$ cat config.mk
export PLATFORM = sky130hd
export DESIGN_NAME = div16_seq_flat
export DESIGN_NICKNAME = d
export VERILOG_FILES = /design/src/rtl/div16_seq_if.sv /design/src/rtl/div16_seq.sv /design/src/flat_wrapper.sv
export SDC_FILE = /design/constraint.sdc
export NUM_CORES = 1
export LEC_CHECK = 0
export CELL_PAD_IN_SITES_DETAIL_PLACEMENT = 1
export CELL_PAD_IN_SITES_GLOBAL_PLACEMENT = 1
export CORE_MARGIN = 3
export CORE_UTILIZATION = 41
export CTS_BUF_LIST = sky130_fd_sc_hd__clkbuf_4
export CTS_CLUSTER_DIAMETER = 80
export DETAILED_ROUTE_END_ITERATION = 10
export GPL_TIMING_DRIVEN = 1
export PLACE_DENSITY = 0.81
export SLEW_MARGIN = 20
export SYNTH_ARGS = -nofsm -noshare
export SYNTH_HDL_FRONTEND = slang
export SYNTH_SLANG_ARGS = --single-unit
export TNS_END_PERCENT = 100
$ cat constraint.sdc
create_clock -name clk -period 3.6 [get_ports clk]
set_input_delay 1.08 -clock clk [delete_from_list [all_inputs] [get_ports clk]]
set_output_delay 1.08 -clock clk [all_outputs]
set_load 0.05 [all_outputs]
$ cat src/rtl/div16_seq_if.sv
// Start/done handshake bundle for the sequential divider.
// The master drives the request and operands; the slave returns status and results.
interface div16_seq_if #(
    parameter int WIDTH = 16
);
    logic             start;
    logic [WIDTH-1:0] dividend;
    logic [WIDTH-1:0] divisor;
    logic             busy;
    logic             done;
    logic [WIDTH-1:0] quotient;
    logic [WIDTH-1:0] remainder;
    logic             div_by_zero;

    modport master (
        output start, dividend, divisor,
        input  busy, done, quotient, remainder, div_by_zero
    );

    modport slave (
        input  start, dividend, divisor,
        output busy, done, quotient, remainder, div_by_zero
    );
endinterface

$ cat src/rtl/div16_seq.sv
// Multi-cycle unsigned restoring divider, one quotient bit per clock.
// Results and status are registered and held until the next accepted request.
module div16_seq #(
    parameter int WIDTH = 16
) (
    input logic        clk,
    input logic        rst_n,
    div16_seq_if.slave bus
);
    localparam int               CNT_W     = $clog2(WIDTH) + 1;
    localparam logic [CNT_W-1:0] LAST_ITER = CNT_W'(WIDTH - 1);

    typedef enum logic [1:0] {
        IDLE = 2'd0,
        CALC = 2'd1,
        DONE = 2'd2
    } state_t;

    state_t           state;
    logic [WIDTH-1:0] q_reg;
    logic [WIDTH:0]   rem_reg;
    logic [WIDTH-1:0] dvs_reg;
    logic [CNT_W-1:0] cnt;

    logic             busy_r;
    logic             done_r;
    logic [WIDTH-1:0] quotient_r;
    logic [WIDTH-1:0] remainder_r;
    logic             dbz_r;

    logic [WIDTH:0]   shifted;
    logic [WIDTH:0]   trial;
    logic [WIDTH:0]   rem_next;
    logic [WIDTH-1:0] q_next;

    // The partial remainder stays below the divisor, so its top bit never feeds the next shift.
    logic unused_rem_msb;
    assign unused_rem_msb = rem_reg[WIDTH];

    always_comb begin
        shifted  = {rem_reg[WIDTH-1:0], q_reg[WIDTH-1]};
        trial    = shifted - {1'b0, dvs_reg};
        rem_next = shifted;
        q_next   = {q_reg[WIDTH-2:0], 1'b0};
        if (!trial[WIDTH]) begin
            rem_next = trial;
            q_next   = {q_reg[WIDTH-2:0], 1'b1};
        end
    end

    always_ff @(posedge clk) begin
        if (!rst_n) begin
            state       <= IDLE;
            q_reg       <= '0;
            rem_reg     <= '0;
            dvs_reg     <= '0;
            cnt         <= '0;
            busy_r      <= 1'b0;
            done_r      <= 1'b0;
            quotient_r  <= '0;
            remainder_r <= '0;
            dbz_r       <= 1'b0;
        end else begin
            case (state)
                IDLE: begin
                    done_r <= 1'b0;
                    if (bus.start) begin
                        busy_r <= 1'b1;
                        cnt    <= '0;
                        if (bus.divisor != '0) begin
                            q_reg   <= bus.dividend;
                            rem_reg <= '0;
                            dvs_reg <= bus.divisor;
                            dbz_r   <= 1'b0;
                            state   <= CALC;
                        end else begin
                            // Zero divisor skips the iterations and reports a saturated quotient.
                            quotient_r  <= '1;
                            remainder_r <= bus.dividend;
                            dbz_r       <= 1'b1;
                            done_r      <= 1'b1;
                            state       <= DONE;
                        end
                    end
                end
                CALC: begin
                    q_reg   <= q_next;
                    rem_reg <= rem_next;
                    cnt     <= cnt + 1'b1;
                    if (cnt == LAST_ITER) begin
                        quotient_r  <= q_next;
                        remainder_r <= rem_next[WIDTH-1:0];
                        done_r      <= 1'b1;
                        state       <= DONE;
                    end
                end
                DONE: begin
                    done_r <= 1'b0;
                    busy_r <= 1'b0;
                    state  <= IDLE;
                end
                default: begin
                    done_r <= 1'b0;
                    busy_r <= 1'b0;
                    state  <= IDLE;
                end
            endcase
        end
    end

    assign bus.busy        = busy_r;
    assign bus.done        = done_r;
    assign bus.quotient    = quotient_r;
    assign bus.remainder   = remainder_r;
    assign bus.div_by_zero = dbz_r;
endmodule

$ cat src/flat_wrapper.sv
// flat-port wrapper written by rule: the top's interface ports become plain ports
module div16_seq_flat 
#(
    parameter int WIDTH = 16
)
  (clk, rst_n, bus_start, bus_dividend, bus_divisor, bus_busy, bus_done, bus_quotient, bus_remainder, bus_div_by_zero);
  div16_seq_if #(.WIDTH(WIDTH)) bus_i ();
  input logic clk;
  input logic rst_n;
  input wire logic [$bits(bus_i.start)-1:0] bus_start;
  input wire logic [$bits(bus_i.dividend)-1:0] bus_dividend;
  input wire logic [$bits(bus_i.divisor)-1:0] bus_divisor;
  output wire logic [$bits(bus_i.busy)-1:0] bus_busy;
  output wire logic [$bits(bus_i.done)-1:0] bus_done;
  output wire logic [$bits(bus_i.quotient)-1:0] bus_quotient;
  output wire logic [$bits(bus_i.remainder)-1:0] bus_remainder;
  output wire logic [$bits(bus_i.div_by_zero)-1:0] bus_div_by_zero;
  assign bus_i.start = bus_start;
  assign bus_i.dividend = bus_dividend;
  assign bus_i.divisor = bus_divisor;
  assign bus_busy = bus_i.busy;
  assign bus_done = bus_i.done;
  assign bus_quotient = bus_i.quotient;
  assign bus_remainder = bus_i.remainder;
  assign bus_div_by_zero = bus_i.div_by_zero;
  div16_seq #(.WIDTH(WIDTH)) u_core (.clk(clk), .rst_n(rst_n), .bus(bus_i));
endmodule
==> impl_metrics.csv, run 1 <==
group,metric,value,unit
yosys,avgSynthCellArea,7.84,um^2
die,num_rows,37,
die,dieArea,12300,um^2
clocking,post_cts_buffers,0,
die,io_pins,70,
yosys,synth_edf_count,0,
clocking,htree_levels,3,
sta,rsz0062_at_grt,"no",
job,maxCapViolations,0,
cells_and_area,final_core_util,52.7,%
sta,setup_violations,0,
power,clkPwrFrac,19.0,%
yosys,synth_ff_type,"dfxtp_1",
sta,relSlewSlack,44.0,%
route,postRouteAntennaNets,0,
sta,worst_clock_skew,0.0154,ns
global_routing,grt_pass1_wl,22.9,mm
power,sequentialPowerShare,38.7,%
global_routing,grt_usage,22.5,%
yosys,yosys.area.top_type,"dfxtp_1",
power,p_total,2.99,mW
route,wl_met1,5.84,mm
placed_design,place_ws,-0.176,ns
setup_path,crit_type,"primary input to flip-flop",
yosys,ys_ff_latch,90,
route,vias,4343,
clocking,ctsResizeCount,0,
clocking,clock_latency,0.46,ns
route,first_pass_iters,4,
cells_and_area,finish.instance_area,5540,um^2
sta,fin_ws,0.256,ns
placed_design,gp_congestion,0.870,
yosys,syn-cell-area,4490,um^2
clocking,ctsHoldBuffers,0,
yosys,yosys-top-cells-area,"dfxtp_1, nand2_1, nor2_1",
sta,slew_violations,0,
outcome,status,"complete, no violations",
clocking,numCtsBuffers,9,
clocking,clk_pin_slew,0.15,ns
sta,hold_ws,0.469,ns
sta,finalHoldViolations,0,
power,p_leak,2.13,nW
die,core,10500,um^2
placed_design,hpwl,10.3,mm
cells_and_area,layout_commonest_cell,"nand2_1",
route,top_layer,"met4",
sta,setup_tns,0,ns
setup_path,end_kind,"flip-flop",
hold_path,min_path_type,"flip-flop to flip-flop",
power,ir_drop,251,uV
global_routing,grt.overflow.total,0,
power,power_switching,1.20,mW
setup_path,cp.arrival,3.70,ns
cells_and_area,areaGrowthSynthToFinish,23.2,%
global_routing,antenna_found_initial,0,
clocking,cts_buffer_depth,2,
sta,min_period,3.34,ns
cells_and_area,layout-drive-gt1-share,6.72,%
setup_path,worstPathMaxFanout,63,
placed_design,placed_cell_area,5400,um^2
clocking,tritoncts,"done",
power,swShare,40.2,%
cells_and_area,fin_cells,776,
yosys,synth_top_area_share,40.1,%
yosys,syn_inst,573,
route,vias_per_cell,5.60,
die,start_util,42.8,%
yosys,ys.warnings.count,0,
die,die_x,111,um
cells_and_area,fillCellCount,1301,
route,route.met2.wl,6.91,mm
route,drcViolationCount,0,
setup_path,cp.required,3.96,ns
global_routing,grt_pass1_vias,4653,
power,p_comb_share,42.3,%
sta,fin_crit_sh,92.9,%
sta,worst_slew_pin_slew,0.833,ns
cells_and_area,antennaDiodeCount,0,
yosys,ys_seq_area_share,40.1,%
placed_design,io_buffers,69,
route,drt-total-wl,13.7,mm
setup_path,setup.worst_path.start_class,"primary input",
cells_and_area,final_cell_mix,"nand2_1, dfxtp_1, nor2_1, clkdlybuf4s50_1, a21oi_1",
power,power.density,540,nW/um^2
power,p_int,1.79,mW
global_routing,grt_max_degree,64,
clocking,cts_root_buf,"clkbuf_4",
clocking,cts.sinks,90,
route,wl_met3,755,um
die,die_y,111,um
yosys,async_flop_share,0,%
sta,max_freq,299,MHz
yosys,syn_nets,627,
placed_design,placed_cells,760,
yosys,ys_types,50,
cells_and_area,finalNetCount,689,
route,drt_first_iter_violations,171,
route,wl_per_cell,17.6,um
## power groups by stage
stage          logic [mW]  registers [mW]  clock network [mW]
6_report             1.26            1.16               0.568
5_1_grt              1.39            1.17               0.630
4_1_cts              1.27            1.16               0.588
3_5_place_dp         1.26            1.18                   0
3_3_place_gp         1.22            1.17                   0
2_1_floorplan       0.795            1.25                   0
## routing by layer
metal / vias to the layer above / global-route usage [%]
met5: - / 0
met4: 0 / 5.99
met3: 16 / 5.02
met2: 101 / 39.7
met1: 2098 / 27.5
li1: 2128 / -
## final timing paths
path / start / to / slack (ns) / cells after the start
max: bus_divisor[2] / u_core.bus.remainder[9]$_SDFFE_PN0P_ / 0.26 / 7
min: u_core.dvs_reg[15]$_SDFFE_PN0P_ / u_core.dvs_reg[15]$_SDFFE_PN0P_ / 0.47 / 2
max reg2reg: u_core.q_reg[15]$_SDFFE_PN0P_ / u_core.rem_reg[12]$_SDFFE_PN0P_ / 0.41 / 12
min reg2reg: u_core.dvs_reg[15]$_SDFFE_PN0P_ / u_core.dvs_reg[15]$_SDFFE_PN0P_ / 0.47 / 2
## kinds of logic (layout without fill, tap and decap cells)
logic type	count (synthesis)	in the layout	synth area share (%)
buffers and inverters	62	129	5.29
xor gates and xnor gates	12	12	2.34
muxes	9	9	2.03
and+or+nand+nor	219	219	20.7
adders and majority gates	19	19	5.46
AOI/OAI and AO/OA	162	162	24.1
DFF	90	90	40.1
## final cells by class
cell class,instances,area (um^2),share of cell area (%)
multi-input cells,421,2470,44.6
flip-flops and latches,90,1800,32.5
repair buffers,87,863,15.6
well taps,136,170,3.07
inverters,26,97.6,1.76
clock buffers,9,67.6,1.22
clock inverters,7,67.6,1.22
## critical path, stage by stage
cell,delay [ns]
clkdlybuf4s50_1,0.42
nor4_1,0.74
nand4_1,0.44
a211oi_4,0.35
buf_12,0.29
nor2_1,0.10
a22o_1,0.25
## synthesized netlist by cell type (all sizes together) (2+ instances only)
library cell    n
mux2i           8
o21a            2
xor2            5
nand4           3
xnor2           7
dfxtp          90
and3            2
a311oi         18
a21oi          53
o211ai         13
and2            3
a21o            4
nor4            4
buf             8
nand2b          6
a21boi          2
nand2         108
ha             18
nor2b           5
nor3            6
a211oi         19
a31oi           9
o211a           2
a22o            4
or3             2
clkbuf         28
inv            26
o21ai          25
nand3           5
nor2           71
a22oi           3
(Power assumes the default switching activity.)
==> inputs of run 2 (changes only) <==
--- a/config.mk
+++ b/config.mk
@@ -5,6 +5,7 @@
 export SDC_FILE = /design/constraint.sdc
 export NUM_CORES = 1
 export LEC_CHECK = 0
+export CAP_MARGIN = 20
 export CELL_PAD_IN_SITES_DETAIL_PLACEMENT = 1
 export CELL_PAD_IN_SITES_GLOBAL_PLACEMENT = 1
 export CORE_MARGIN = 3
@@ -12,8 +13,9 @@
 export CTS_BUF_LIST = sky130_fd_sc_hd__clkbuf_4
 export CTS_CLUSTER_DIAMETER = 80
 export DETAILED_ROUTE_END_ITERATION = 10
+export GPL_ROUTABILITY_DRIVEN = 0
 export GPL_TIMING_DRIVEN = 1
-export PLACE_DENSITY = 0.81
+export PLACE_DENSITY = 0.93
 export SLEW_MARGIN = 20
 export SYNTH_ARGS = -nofsm -noshare
 export SYNTH_HDL_FRONTEND = slang
==> run 2 against run 1 <==
Sequential power is essentially flat. Maximum frequency grew 3.1%. Clock skew grew 0.010 ns. First-iteration DRC count grew 62%. Via count grew 2.6%. Count of clock-buffer cells in the layout is the same. Cell count shrank 0.26%. Die area is the same. Largest cell class unchanged. Highest routed layer unchanged.
==> impl_metrics.csv, run 2 (same netlist as run 1, synthesis figures left out) <==
group,metric,value,unit
outcome,status,"complete, no violations",
sta,worst_slew_pin_slew,0.923,ns
sta,worst_clock_skew,0.0256,ns
setup_path,cp.arrival,3.59,ns
setup_path,setup.worst_path.start_class,"flip-flop",
sta,slew_violations,0,
route,first_pass_iters,4,
cells_and_area,multi_input_area,2460,um^2
clocking,ctsHoldBuffers,0,
cells_and_area,finish.instance_area,5520,um^2
route,wl_per_cell,18.9,um
setup_path,end_kind,"flip-flop",
placed_design,hpwl,10.3,mm
cells_and_area,fillCellCount,1305,
global_routing,grt_pass1_wl,24.1,mm
die,io_pins,70,
route,vias,4455,
sta,relSlewSlack,38.5,%
sta,max_freq,308,MHz
placed_design,placed_cells,757,
clocking,numCtsBuffers,9,
setup_path,cp.required,3.95,ns
die,die_y,111,um
placed_design,place_ws,0.00519,ns
cells_and_area,final_cell_mix,"nand2_1, dfxtp_1, nor2_1, clkdlybuf4s50_1, a21oi_1",
route,postRouteAntennaNets,0,
die,start_util,42.8,%
route,drt_first_iter_violations,277,
placed_design,io_buffers,69,
placed_design,placed_cell_area,5360,um^2
setup_path,crit_type,"flip-flop to flip-flop",
cells_and_area,fin_cells,774,
global_routing,grt_max_degree,65,
job,maxCapViolations,0,
clocking,cts.sinks,90,
power,p_leak,2.13,nW
sta,min_period,3.24,ns
cells_and_area,areaGrowthSynthToFinish,22.9,%
clocking,cts_root_buf,"clkbuf_4",
die,dieArea,12300,um^2
hold_path,min_path_type,"flip-flop to flip-flop",
cells_and_area,finalNetCount,686,
sta,rsz0062_at_grt,"no",
power,power.density,559,nW/um^2
power,ir_drop,231,uV
route,drcViolationCount,0,
die,num_rows,37,
cells_and_area,ff_latch_area,1800,um^2
sta,fin_ws,0.356,ns
clocking,clock_latency,0.46,ns
clocking,tritoncts,"done",
setup_path,worstPathMaxFanout,12,
die,core,10500,um^2
cells_and_area,layout_commonest_cell,"nand2_1",
clocking,htree_levels,3,
sta,fin_crit_sh,90.1,%
sta,setup_violations,0,
sta,finalHoldViolations,0,
clocking,ctsResizeCount,0,
clocking,cts_buffer_depth,2,
clocking,clk_pin_slew,0.16,ns
cells_and_area,layout-drive-gt1-share,6.44,%
route,drt-total-wl,14.6,mm
route,vias_per_cell,5.76,
die,die_x,111,um
global_routing,grt_pass1_vias,4826,
clocking,post_cts_buffers,0,
global_routing,antenna_found_initial,1,
global_routing,grt_usage,24.0,%
sta,setup_tns,0,ns
global_routing,grt.overflow.total,0,
==> run 2: area by class of cell <==
type                       instances  area share, %
multi-input combinational        421           44.6
sequential                        90           32.6
timing repair buffer              84           15.0
tap                              136           3.08
inverter                          26           1.77
clock inverter                     7           1.63
clock buffer                       9           1.22
antenna                            1         0.0453
==> run 2: report_power, final <==
group	switching (mW)	total [mW]	leakage, nW	internal [mW]
registers	0.0723	1.16	0.736	1.09
clock network	0.413	0.646	0.0869	0.233
logic	0.804	1.28	1.30	0.474
==> run 2: per-layer routing <==
metal / vias to the layer above / track usage (%) / wire length (um)
li1: 2128 / - / -
met5: - / 0 / 0
met1: 2167 / 28.4 / 6150
met3: 36 / 3.33 / 550
met4: 0 / 10.2 / 475
met2: 124 / 43.0 / 7450
==> run 2: critical path, cell delays in order, from the launching register on <==
cell and delay (ns):
dfxtp_1 0.39, inv_1 0.07, ha_1 0.16, inv_1 0.05, fa_1 0.44, a211oi_1 0.30, o211ai_1 0.23, a21oi_1 0.19
a211o_1 0.44, buf_4 0.29, mux2i_1 0.25, nand2_1 0.10, a22o_1 0.22
==> run 2: worst paths after layout <==
kind	cells past startpoint	slack, ns	startpoint	end
worst max-delay path	12	0.36	u_core.q_reg[15]$_SDFFE_PN0P_	u_core.bus.remainder[10]$_SDFFE_PN0P_
worst min-delay path	2	0.47	u_core.dvs_reg[11]$_SDFFE_PN0P_	u_core.dvs_reg[11]$_SDFFE_PN0P_
worst max register to register	12	0.36	u_core.q_reg[15]$_SDFFE_PN0P_	u_core.bus.remainder[10]$_SDFFE_PN0P_
worst min register to register	2	0.47	u_core.dvs_reg[11]$_SDFFE_PN0P_	u_core.dvs_reg[11]$_SDFFE_PN0P_
==> run 2: through the flow <==
step	hold WS (ns)	total power [mW]	util (%)
final	0.473	3.08	52.6
after global placement	0.448	2.34	51.0
after floorplan	0.436	2.05	-
after detailed placement	0.457	2.42	51.0
after global routing	0.498	3.25	52.6
after CTS	0.477	3.08	52.5
